<file path="src/rtl/apb_master_if.sv">
// APB request bus plus four per-slave response channels shared between
// the apb_master and its slaves.
interface apb_master_if;
    logic [31:0] PADDR;
    logic        PWRITE;
    logic        PENABLE;
    logic [31:0] PWDATA;
    logic        PSEL0;
    logic        PSEL1;
    logic        PSEL2;
    logic        PSEL3;
    logic [31:0] PRDATA0;
    logic [31:0] PRDATA1;
    logic [31:0] PRDATA2;
    logic [31:0] PRDATA3;
    logic        PREADY0;
    logic        PREADY1;
    logic        PREADY2;
    logic        PREADY3;

    modport master (
        output PADDR, PWRITE, PENABLE, PWDATA,
        output PSEL0, PSEL1, PSEL2, PSEL3,
        input  PRDATA0, PRDATA1, PRDATA2, PRDATA3,
        input  PREADY0, PREADY1, PREADY2, PREADY3
    );

    modport slave (
        input  PADDR, PWRITE, PENABLE, PWDATA,
        input  PSEL0, PSEL1, PSEL2, PSEL3,
        output PRDATA0, PRDATA1, PRDATA2, PRDATA3,
        output PREADY0, PREADY1, PREADY2, PREADY3
    );
endinterface

</file>
<file path="src/rtl/apb_master.sv">
// Single-outstanding APB master bridging a host request strobe to four decoded
// slaves, with a wait-state timeout and an immediate error path for unmapped addresses.
module apb_master #(
    parameter int unsigned TIMEOUT = 16
) (
    input  logic         PCLK,
    input  logic         PRESET,
    input  logic         transfer,
    input  logic [31:0]  addr,
    input  logic         write,
    input  logic [31:0]  wdata,
    output logic [31:0]  rdata,
    output logic         ready,
    output logic         error,
    apb_master_if.master apb
);

    typedef enum logic [1:0] {StIdle, StSetup, StAccess, StErr} state_e;

    // Abort fires on the edge ending the TIMEOUT-th low-PREADY ACCESS cycle.
    localparam logic [7:0] LastWait = 8'(TIMEOUT - 1);

    state_e      state_q, state_d;
    logic [31:0] paddr_q, paddr_d;
    logic [31:0] pwdata_q, pwdata_d;
    logic        pwrite_q, pwrite_d;
    logic [1:0]  sel_q, sel_d;
    logic [7:0]  wait_q, wait_d;
    logic [31:0] rdata_q, rdata_d;
    logic        ready_q, ready_d;
    logic        error_q, error_d;

    logic        req_mapped;
    logic [1:0]  req_sel;
    logic        sel_ready;
    logic [31:0] sel_rdata;
    logic        bus_active;

    assign req_mapped = (addr[31:16] == 16'h1000) && (addr[15:14] == 2'b00);
    assign req_sel    = addr[13:12];

    // Only the selected slave's response is ever looked at.
    always_comb begin
        sel_ready = 1'b0;
        sel_rdata = 32'h0;
        unique case (sel_q)
            2'd0: begin sel_ready = apb.PREADY0; sel_rdata = apb.PRDATA0; end
            2'd1: begin sel_ready = apb.PREADY1; sel_rdata = apb.PRDATA1; end
            2'd2: begin sel_ready = apb.PREADY2; sel_rdata = apb.PRDATA2; end
            2'd3: begin sel_ready = apb.PREADY3; sel_rdata = apb.PRDATA3; end
            default: ;
        endcase
    end

    always_comb begin
        state_d  = state_q;
        paddr_d  = paddr_q;
        pwdata_d = pwdata_q;
        pwrite_d = pwrite_q;
        sel_d    = sel_q;
        wait_d   = wait_q;
        rdata_d  = rdata_q;
        ready_d  = 1'b0;
        error_d  = 1'b0;

        unique case (state_q)
            StIdle: begin
                if (transfer) begin
                    paddr_d  = addr;
                    pwrite_d = write;
                    pwdata_d = wdata;
                    sel_d    = req_sel;
                    state_d  = req_mapped ? StSetup : StErr;
                end
            end
            StSetup: begin
                wait_d  = 8'd0;
                state_d = StAccess;
            end
            StAccess: begin
                // A late PREADY on the final allowed cycle still wins.
                if (sel_ready) begin
                    state_d = StIdle;
                    ready_d = 1'b1;
                    if (!pwrite_q) begin
                        rdata_d = sel_rdata;
                    end
                end else if (wait_q == LastWait) begin
                    state_d = StIdle;
                    ready_d = 1'b1;
                    error_d = 1'b1;
                    rdata_d = 32'h0;
                end else begin
                    wait_d = wait_q + 8'd1;
                end
            end
            StErr: begin
                state_d = StIdle;
                ready_d = 1'b1;
                error_d = 1'b1;
                rdata_d = 32'h0;
            end
            default: state_d = StIdle;
        endcase
    end

    always_ff @(posedge PCLK) begin
        if (!PRESET) begin
            state_q  <= StIdle;
            paddr_q  <= 32'h0;
            pwdata_q <= 32'h0;
            pwrite_q <= 1'b0;
            sel_q    <= 2'd0;
            wait_q   <= 8'd0;
            rdata_q  <= 32'h0;
            ready_q  <= 1'b0;
            error_q  <= 1'b0;
        end else begin
            state_q  <= state_d;
            paddr_q  <= paddr_d;
            pwdata_q <= pwdata_d;
            pwrite_q <= pwrite_d;
            sel_q    <= sel_d;
            wait_q   <= wait_d;
            rdata_q  <= rdata_d;
            ready_q  <= ready_d;
            error_q  <= error_d;
        end
    end

    assign bus_active  = (state_q == StSetup) || (state_q == StAccess);

    assign apb.PSEL0   = bus_active && (sel_q == 2'd0);
    assign apb.PSEL1   = bus_active && (sel_q == 2'd1);
    assign apb.PSEL2   = bus_active && (sel_q == 2'd2);
    assign apb.PSEL3   = bus_active && (sel_q == 2'd3);
    assign apb.PENABLE = (state_q == StAccess);
    assign apb.PADDR   = paddr_q;
    assign apb.PWRITE  = pwrite_q;
    assign apb.PWDATA  = pwdata_q;

    assign rdata = rdata_q;
    assign ready = ready_q;
    assign error = error_q;

endmodule

</file>
<file path="src/flat_wrapper.sv">
// flat-port wrapper written by rule: the top's interface ports become plain ports
module apb_master_flat 
#(
    parameter int unsigned TIMEOUT = 16
)
  (PCLK, PRESET, transfer, addr, write, wdata, rdata, ready, error, apb_PADDR, apb_PWRITE, apb_PENABLE, apb_PWDATA, apb_PSEL0, apb_PSEL1, apb_PSEL2, apb_PSEL3, apb_PRDATA0, apb_PRDATA1, apb_PRDATA2, apb_PRDATA3, apb_PREADY0, apb_PREADY1, apb_PREADY2, apb_PREADY3);
  apb_master_if apb_i ();
  input  logic PCLK;
  input  logic PRESET;
  input  logic transfer;
  input  logic [31:0] addr;
  input  logic write;
  input  logic [31:0] wdata;
  output logic [31:0] rdata;
  output logic ready;
  output logic error;
  output wire logic [$bits(apb_i.PADDR)-1:0] apb_PADDR;
  output wire logic [$bits(apb_i.PWRITE)-1:0] apb_PWRITE;
  output wire logic [$bits(apb_i.PENABLE)-1:0] apb_PENABLE;
  output wire logic [$bits(apb_i.PWDATA)-1:0] apb_PWDATA;
  output wire logic [$bits(apb_i.PSEL0)-1:0] apb_PSEL0;
  output wire logic [$bits(apb_i.PSEL1)-1:0] apb_PSEL1;
  output wire logic [$bits(apb_i.PSEL2)-1:0] apb_PSEL2;
  output wire logic [$bits(apb_i.PSEL3)-1:0] apb_PSEL3;
  input wire logic [$bits(apb_i.PRDATA0)-1:0] apb_PRDATA0;
  input wire logic [$bits(apb_i.PRDATA1)-1:0] apb_PRDATA1;
  input wire logic [$bits(apb_i.PRDATA2)-1:0] apb_PRDATA2;
  input wire logic [$bits(apb_i.PRDATA3)-1:0] apb_PRDATA3;
  input wire logic [$bits(apb_i.PREADY0)-1:0] apb_PREADY0;
  input wire logic [$bits(apb_i.PREADY1)-1:0] apb_PREADY1;
  input wire logic [$bits(apb_i.PREADY2)-1:0] apb_PREADY2;
  input wire logic [$bits(apb_i.PREADY3)-1:0] apb_PREADY3;
  assign apb_PADDR = apb_i.PADDR;
  assign apb_PWRITE = apb_i.PWRITE;
  assign apb_PENABLE = apb_i.PENABLE;
  assign apb_PWDATA = apb_i.PWDATA;
  assign apb_PSEL0 = apb_i.PSEL0;
  assign apb_PSEL1 = apb_i.PSEL1;
  assign apb_PSEL2 = apb_i.PSEL2;
  assign apb_PSEL3 = apb_i.PSEL3;
  assign apb_i.PRDATA0 = apb_PRDATA0;
  assign apb_i.PRDATA1 = apb_PRDATA1;
  assign apb_i.PRDATA2 = apb_PRDATA2;
  assign apb_i.PRDATA3 = apb_PRDATA3;
  assign apb_i.PREADY0 = apb_PREADY0;
  assign apb_i.PREADY1 = apb_PREADY1;
  assign apb_i.PREADY2 = apb_PREADY2;
  assign apb_i.PREADY3 = apb_PREADY3;
  apb_master #(.TIMEOUT(TIMEOUT)) u_core (.PCLK(PCLK), .PRESET(PRESET), .transfer(transfer), .addr(addr), .write(write), .wdata(wdata), .rdata(rdata), .ready(ready), .error(error), .apb(apb_i));
endmodule
</file>
<file path="config.mk">
export PLATFORM = sky130hd
export DESIGN_NAME = apb_master_flat
export DESIGN_NICKNAME = d
export VERILOG_FILES = /design/src/rtl/apb_master_if.sv /design/src/rtl/apb_master.sv /design/src/flat_wrapper.sv
export SDC_FILE = /design/constraint.sdc
export NUM_CORES = 1
export LEC_CHECK = 0
export ABC_AREA = 1
export CORE_AREA = 2 2 119 121
export CTS_BUF_LIST = sky130_fd_sc_hd__clkbuf_4 sky130_fd_sc_hd__clkbuf_8 sky130_fd_sc_hd__clkbuf_16
export DETAILED_ROUTE_END_ITERATION = 6
export DIE_AREA = 0 0 121 123
export GPL_TIMING_DRIVEN = 0
export PLACE_DENSITY = 0.89
export SYNTH_ARGS = -nofsm -noshare
export SYNTH_HDL_FRONTEND = slang
export SYNTH_SLANG_ARGS = --single-unit
</file>
<file path="constraint.sdc">
create_clock -name PCLK -period 2.79 [get_ports PCLK]
set_clock_uncertainty 0.15 [all_clocks]
set_input_delay 0.558 -clock PCLK [delete_from_list [all_inputs] [get_ports PCLK]]
set_output_delay 0.558 -clock PCLK [all_outputs]
set_load 0.03 [all_outputs]
</file>
---- After elaboration in Yosys (flattened, before gate mapping) ----
Cells that the tools add are included.
storage, ports and cells
  flip-flop bits (word level) ............. 111
  input port bits ......................... 200
  output and inout bits ................... 104
  word-level logic and storage cells ...... 57
cells by class
  add/sub/neg operators ................... 1
  equal/unequal tests ..................... 13
  mux-type cells .......................... 19
  reduce and logical (&&, ||, !) cells .... 15
operator list
  operator              count
  $pmux 32 s4           1
  $mux 32               3
  $pmux 32 s2           1
  $eq 16x13->1 const B  1
  $mux 8                2
  $pmux 8 s2            1
  $add 8x1->8 const B   1
  $eq 2x2->1 const B    4
  $eq 8x4->1 const B    1
  $mux 2                4
  $pmux 2 s4            1
  $logic_not 2->1       3
  $ne 2x2->1 const B    3
  $reduce_and 3->1      2
  $logic_and 1x1->1     5
  $eq 2x1->1 const B    2
  $pmux 1 s2            2
  $pmux 1 s4            1
  $reduce_and 2->1      2
  $reduce_bool 2->1     2
  $mux 1                3
  $ne 3x1->1 const B    1
  $ne 3x3->1 const B    1
  $logic_or 1x1->1      1

---- Longest topological paths before layout ----
Gate-level depths: netlist (run 1).
  depth after elaboration ................. 5
  mapped depth ............................ 13
  gate-level depth less buffers ........... 10

---- Worst setup path before layout (run 1) ----
Ideal clock, no wire load.
  kind .................................... register -> output
  start ................................... register u_core.state_q[0]
  end ..................................... output port apb_PSEL0
  arrival ................................. 1.723 ns
  data required time ...................... 2.082 ns
  slack ................................... 0.359 ns
  stages on the path, launching flop included .. 6
  path buffers ............................ 1
  cells stage by stage .................... dfxtp_1 > inv_1 > ha_1 > clkbuf_1 > inv_1 > nor3_1
between the ends
  word-level cells in the longest chain between the ends .. 3
  elaborated cells between the ends (all ways) .. 4
  those cells by class .................... eq/ne: 2; reduce/logical: 2
RTL lines
  element                                          line                text
  start, declared                                  apb_master.sv:23    state_e state_q, state_d;
  start signal, assigned                           apb_master.sv:109   state_q <= StIdle;
  start signal, assigned                           apb_master.sv:119   state_q <= state_d;
  $eq 2x1->1 / $eq 2x2->1 (equally long branches)  apb_master.sv:131   assign bus_active = (state_q == StSetup) || (state_q == StAccess);
  $logic_or 1x1->1 (*)                             apb_master.sv:131
  $logic_and 1x1->1 (*)                            apb_master.sv:133   assign apb.PSEL0 = bus_active && (sel_q == 2'd0);
  end, declared                                    flat_wrapper.sv:21  output wire logic [$bits(apb_i.PSEL0)-1:0] apb_PSEL0;
Every way passes the cells marked *; elsewhere a longest branch is shown, timed or not.

---- Final worst setup path (run 1) ----
Ends and elaborated chain as after synthesis.

==> results of run 1 <==
[report_power, final]
group	switching (mW)	internal (mW)	total [mW]
Combinational	3.18	1.97	5.15
Sequential	0.310	2.09	2.40
Clock	0.601	0.638	1.24
[state kept, by name, indices dropped and copies added (netlist names)]
| signal | cells |
|---|---|
| u_core.state_q | 2 |
| u_core.ready | 1 |
| u_core.apb.PADDR | 31 |
| u_core.sel_q | 1 |
| u_core.error | 1 |
| u_core.apb.PWDATA | 32 |
| u_core.apb.PWRITE | 1 |
| u_core.wait_q | 8 |
| u_core.rdata | 32 |
[worst register-to-register path, cell delays in order (launching register included)]
cell and delay [ns]:
dfxtp_1 0.52, inv_2 0.12, nor2_1 0.46, buf_2 0.36
nand2_1 0.08, nand3_1 0.12, a21oi_1 0.06, nor2_1 0.11
nor2_1 0.05, nor2_1 0.09
[layout make-up]
cell class	instances	area, sq um
Antenna cell	2	5.00
Tap cell	180	225
Timing Repair Buffer	302	3000
Inverter	59	221
Clock inverter	5	41.3
Clock buffer	10	239
Fill cell	1207	4790
Multi-Input combinational cell	622	2680
Buffer	46	220
Sequential cell	109	2180
[cells by family after synthesis]
group	synth area share, %
buffers and inverters	8.40
adders and majority gates	1.42
AOI/OAI and AO/OA	11.1
DFF	41.1
and+or+nand+nor	37.9
[final timing paths]
| path | startpoint | depth (start not counted) | end | slack [ns] |
|---|---|---|---|---|
| min | u_core.apb.PWDATA[9] | 2 | u_core.apb.PWDATA[9] | 0.33 |
| max | u_core.state_q[0] | 5 | apb_PSEL0 | 0.17 |
| max reg2reg | u_core.sel_q[0] | 9 | u_core.rdata[10] | 0.61 |
| min reg2reg | u_core.apb.PWDATA[9] | 2 | u_core.apb.PWDATA[9] | 0.33 |
[routing by layer]
metal | track usage [%] | routed length, microns | vias up
li1 | - | - | 3241
met2 | 49.5 | 10300 | 291
met5 | 0 | 0 | -
met4 | 12.4 | 707 | 0
met3 | 9.23 | 2190 | 44
met1 | 27.6 | 7440 | 2910
[through the flow]
step / worst slack [ns] / TNS [ns] / instance area, sq um / power [mW]
after floorplan: 0.359 / 0 / 5310 / 5.55
after global placement: -0.149 / -0.263 / 8550 / 7.49
after detailed placement: -0.196 / -0.457 / 8550 / 7.58
after CTS: 0.0252 / 0 / 8830 / 8.84
after global routing: 0.0357 / 0 / 8810 / 9.39
final: 0.173 / 0 / 8820 / 8.78
[cell usage after synthesis]
library cell and number:
nand3_1 39, nor2_1 234, nand2_2 11, dfxtp_1 109, nand3_2 2, clkbuf_1 29
a21oi_1 46, clkinv_1 1, o21bai_2 1, a211oi_1 1, nor2_2 3, inv_1 56
o21ai_0 68, buf_1 1, ha_1 6, nor3_1 4, inv_2 2, nand4_1 14
buf_2 11, nand2_1 193, buf_6 3, buf_4 3
[what timing repair did]
item,in CTS,in global routing
endpoints found under the setup margin,4,4
resized for setup,10,8
hold buffers,0,0
gates cloned,0,0
==> metrics.md, run 1 <==
| Metric | Value |
|---|---|
| Outcome | `completed` |
| Via count | `6486` |
| Instance count after placement with tap cells included | `1319` |
| Port buffer count | `302` |
| Htree depth | `3` |
| Top-area cell type share of the netlist area | `41.1%` |
| Initial Utilization | `about two fifths` |
| Data arrival time of the critical path | `1.91 ns` |
| Post-synthesis cell area | `0.00531 sq mm` |
| Boundary Pins | `304` |
| Unrepaired setup endpoints after global routing | `no` |
| Synthesized net count | `1043` |
| TritonCTS clock tree | `built` |
| Number of optimization iterations in the first detailed-route pass | `5` |
| CP peak stage delay | `0.44 ns` |
| Number of max-cap violations | `0` |
| Overall die area | `0.0149 sq mm` |
| Overall routing resource usage | `27.0%` |
| Power density of the placed cells | `~1000 mW/mm^2` |
| Number of global-route vias before repair | `6046` |
| Leakage | `3.75 nW` |
| Maximum number of pins on one net before global-route repair | `19` |
| Global-route wire length before repair | `31000 microns` |
| Top fanout value on the critical path | `8` |
| Top cells by area in the synthesized netlist | `dfxtp_1, nor2_1, nand2_1, o21ai_0, a21oi_1` |
| Mean area per synthesized cell | `6.34 sq um` |
| Top achievable clock speed | `382 MHz` |
| Final antenna-violating net count | `0` |
| Highest-delay cell along the critical path | `ha_2` |
| Commonest non-fill, non-tap cells in the layout | `clkdlybuf4s50_1, nor2_1, nand2_1, dfxtp_1, o21ai_0` |
| Setup violations, final | `0` |
| Vias per Instance | `about 4.9` |
| Worst Hold Margin | `0.331 ns` |
| Data required time of the critical path | `about 2.1 ns` |
| Setup bufs post-CTS | `0` |
| Share of the cycle needed by the critical path after routing | `93.8%` |
| Buffers & Inverters on Critical Path | `3` |
| Kind of end point of the critical path | `output port` |
| Max-slew headroom at the worst pin | `roughly three fifths` |
| Setup Crit Path Kind | `reg -> out` |
| Cells along the critical path | `inv_1 > ha_2 > inv_1 > nor3_1 > buf_2` |
| Leading cell type in the layout, fill and taps excluded | `clkdlybuf4s50_1` |
| Horizontal extent of the die | `between 100 and 150 microns` |
| Top cell family by delay on the critical path | `buffers and inverters` |
| Placement row count | `43` |
| Initial DRC Count | `418` |
| Yosys warning total | `0` |
| Minimum period implied by the final worst setup slack | `2.62 ns` |
| Grt ovf | `0` |
| Master cell of the clock root buffer | `clkbuf_16` |
| Worst slew pin tran | `0.604 ns` |
| Post-DP HPWL | `16600 microns` |
| Number of cells in the finished layout apart from fillers | `1335` |
| Seq cells post-synth | `109` |
| Area added between synthesis and finish | `66.2%` |
| Library cell with the largest summed area after synthesis | `dfxtp_1` |
| Vertical die dimension | `approximately 120 microns` |
| Number of buffers created by CTS | `9` |
| Number of library cell types mapped by synthesis | `22` |
| Most frequent cell on the critical path | `inv_1` |
| Number of nets in the finished design | `1355` |
| Final WL | `20600 microns` |
| Final hold viol count | `0` |
| Antenna violations before repair | `1` |
| Sequential share of the synthesized area | `41.1%` |
| Maximum number of buffers from clock root to sink | `2` |
| Max-slew violations | `0` |
| Post-route core utilization | `64.8%` |
| Clock latency reported for the late side of the worst-skew pair | `approximately 0.34 ns` |
| Number of DRC violations after detailed routing | `0` |
| Highest ir drop seen on vdd | `0.000502 V` |
| Gp weighted congestion | `about 0.89` |
| Mean routed wirelength per cell | `15.5 microns` |
| Core Region | `0.0136 sq mm` |
| Fraction of final layout cells with drive strength greater than 1 | `4.86%` |
| Critical path startpoint category | `flip-flop` |
| Cell count after synthesis | `about 840` |
| Clock edge transition at the registers on the reported setup and hold paths | `0.07 ns` |
| Hold/Removal Path Class | `reg -> reg` |
| Clk sink count | `109` |
Power figures use the tool's default switching activity.
==> run 2, diff against run 1 <==
- CTS_BUF_LIST: sky130_fd_sc_hd__clkbuf_4 sky130_fd_sc_hd__clkbuf_8 sky130_fd_sc_hd__clkbuf_16 -> sky130_fd_sc_hd__clkbuf_16
- SKIP_LAST_GASP: unset -> 1
==> run 2 against run 1 <==
Effect of this change: final cell count unchanged; power down 0.33%; combinational power about the same; clock-buffer cell count down 1; critical path depth unchanged; sequential cell count unchanged; largest cell class unchanged.
==> metrics.md, run 2 (synthesis gave the netlist of run 1 again) <==
| Metric | Value |
|---|---|
| Outcome | `completed` |
| Number of optimization iterations in the first detailed-route pass | `5` |
| Antenna violations before repair | `1` |
| Hold/Removal Path Class | `reg -> reg` |
| Hold EP | `u_core.apb.PWDATA[9]` |
| Initial Utilization | `39.0%` |
| Number of DRC violations after detailed routing | `0` |
| Top achievable clock speed | `382 MHz` |
| TritonCTS clock tree | `built` |
| Launch point of the critical path | `u_core.state_q[0]` |
| Critical path startpoint category | `flip-flop` |
| Kind of end point of the critical path | `output port` |
| Post-DP HPWL | `16600 microns` |
| Final hold viol count | `0` |
| Footprint of the multi-input gates | `~0.0027 sq mm` |
| Critical register-to-register path endpoint | `u_core.rdata[12]` |
| Fraction of final layout cells with drive strength greater than 1 | `4.77%` |
| Via count | `between 6000 and 7000` |
| Horizontal extent of the die | `121 microns` |
| Top cell family by delay on the critical path | `buffers and inverters` |
| Initial DRC Count | `443` |
| Number of global-route vias before repair | `6045` |
| Overall die area | `about 0.015 sq mm` |
| Commonest non-fill, non-tap cells in the layout | `clkdlybuf4s50_1, nor2_1, nand2_1, dfxtp_1, o21ai_0` |
| Placement row count | `43` |
| Power density of the placed cells | `994 mW/mm^2` |
| Vias per Instance | `4.85` |
| Setup bufs post-CTS | `0` |
| Number of hold-repair buffers added at the cts stage | `0` |
| Gp weighted congestion | `~0.89` |
| Number of gates given a new drive strength after cts | `10` |
| Maximum number of buffers from clock root to sink | `2` |
| Worst slew pin tran | `0.604 ns` |
| Final WL | `20600 microns` |
| Clock edge transition at the registers on the reported setup and hold paths | `0.07 ns` |
| Setup Crit Path Kind | `reg -> out` |
| Vertical die dimension | `123 microns` |
| Highest-delay cell along the critical path | `ha_2` |
| Clk sink count | `109` |
| Leading cell type in the layout, fill and taps excluded | `clkdlybuf4s50_1` |
| Number of cells on the worst hold path | `2` |
| Share of the cycle needed by the critical path after routing | `93.8%` |
| Data arrival time of the critical path | `1.91 ns` |
| CP peak stage delay | `0.44 ns` |
| Number of buffers created by CTS | `9` |
| Overall power consumption | `8.75 mW` |
| Min-delay src | `u_core.apb.PWDATA[9]` |
| Clock latency reported for the late side of the worst-skew pair | `0.34 ns` |
| Number of max-cap violations | `0` |
| Final antenna-violating net count | `0` |
| Overall routing resource usage | `27.0%` |
| Highest ir drop seen on vdd | `0.000496 V` |
| Global-route wire length before repair | `31000 microns` |
| Core Region | `about 0.014 sq mm` |
| Number of cells in the finished layout apart from fillers | `1335` |
| Area used by sequential logic in the layout | `0.00218 sq mm` |
| Boundary Pins | `304` |
| Number of nets in the finished design | `1355` |
| Buffers & Inverters on Critical Path | `3` |
| Minimum period implied by the final worst setup slack | `about 2.6 ns` |
| Final-layout fill cell count | `1207` |
| Reg-to-Reg Start | `u_core.sel_q[0]` |
| Cells along the critical path | `inv_1 > ha_2 > inv_1 > nor3_1 > buf_2` |
| Slack of the worst reg-to-reg path | `0.62 ns` |
| Instance count after placement with tap cells included | `between 1000 and 1500` |
| Htree depth | `3` |
| Most frequent cell on the critical path | `inv_1` |
| Top fanout value on the critical path | `8` |
| Grt ovf | `0` |
| Port buffer count | `302` |
| Mean routed wirelength per cell | `around 15 microns` |
| Maximum number of pins on one net before global-route repair | `19` |
| Data required time of the critical path | `2.08 ns` |
| Unrepaired setup endpoints after global routing | `no` |
| Area added between synthesis and finish | `66.0%` |
| Max-slew headroom at the worst pin | `59.7%` |
| Total negative slack for setup checks | `0 ns` |
| Leakage | `3.74 nW` |
| Master cell of the clock root buffer | `clkbuf_16` |
| Max-slew violations | `0` |
| Setup violations, final | `0` |
| Number of cells on the worst reg-to-reg path | `9` |
[run 2: cell count changes in the layout (fill, tap and decap cells not counted)]
| cell | delta |
|---|---|
| clkbuf_8 | -1 |
| clkinv_1 | +1 |
[run 2: report_power, final]
group | total, mW | internal, mW | switching [mW]
Sequential | 2.40 | 2.09 | 0.310
Combinational | 5.15 | 1.97 | 3.18
Clock | 1.21 | 0.610 | 0.598
[run 2: area by class of cell]
| cell class | count | share of cell area, % |
|---|---|---|
| timing repair buffer | 302 | 34.1 |
| multi-input combinational | 622 | 30.4 |
| sequential | 109 | 24.8 |
| clock buffer | 9 | 2.56 |
| tap | 180 | 2.56 |
| inverter | 59 | 2.51 |
| buffer | 46 | 2.50 |
| clock inverter | 6 | 0.511 |
| antenna | 2 | 0.0568 |
[run 2: metrics by stage]
step	hold WS, ns	util, %	cell area [sq um]	setup WS (ns)
after floorplan	0.322	-	5310	0.359
after global placement	0.310	62.8	8550	-0.149
after detailed placement	0.321	62.8	8550	-0.196
after CTS	0.337	64.8	8820	0.0252
after global routing	0.349	64.7	8800	0.0357
final	0.331	64.7	8810	0.173
[run 2: worst min-delay path: stages, from the launching register on]
cell and delay, ns:
dfxtp_1 0.33, nor2_1 0.04, nor2_1 0.08
[run 2: routing by layer]
metal  track usage (%)  share of wire (%)  vias up
li1                  -                  -     3240
met3              9.23                 11       41
met5                 0                  0        -
met1              27.7                 36     2896
met4              12.1                3.3        0
met2              49.6                 50      292
[run 2: worst max path at each step]
stage	endpoint	cells past startpoint
6_report	apb_PSEL0	5
5_1_grt	apb_PSEL0	5
4_1_cts	apb_PSEL0	5
3_5_place_dp	apb_PSEL0	6
3_3_place_gp	apb_PSEL0	6
2_1_floorplan	apb_PSEL0	5
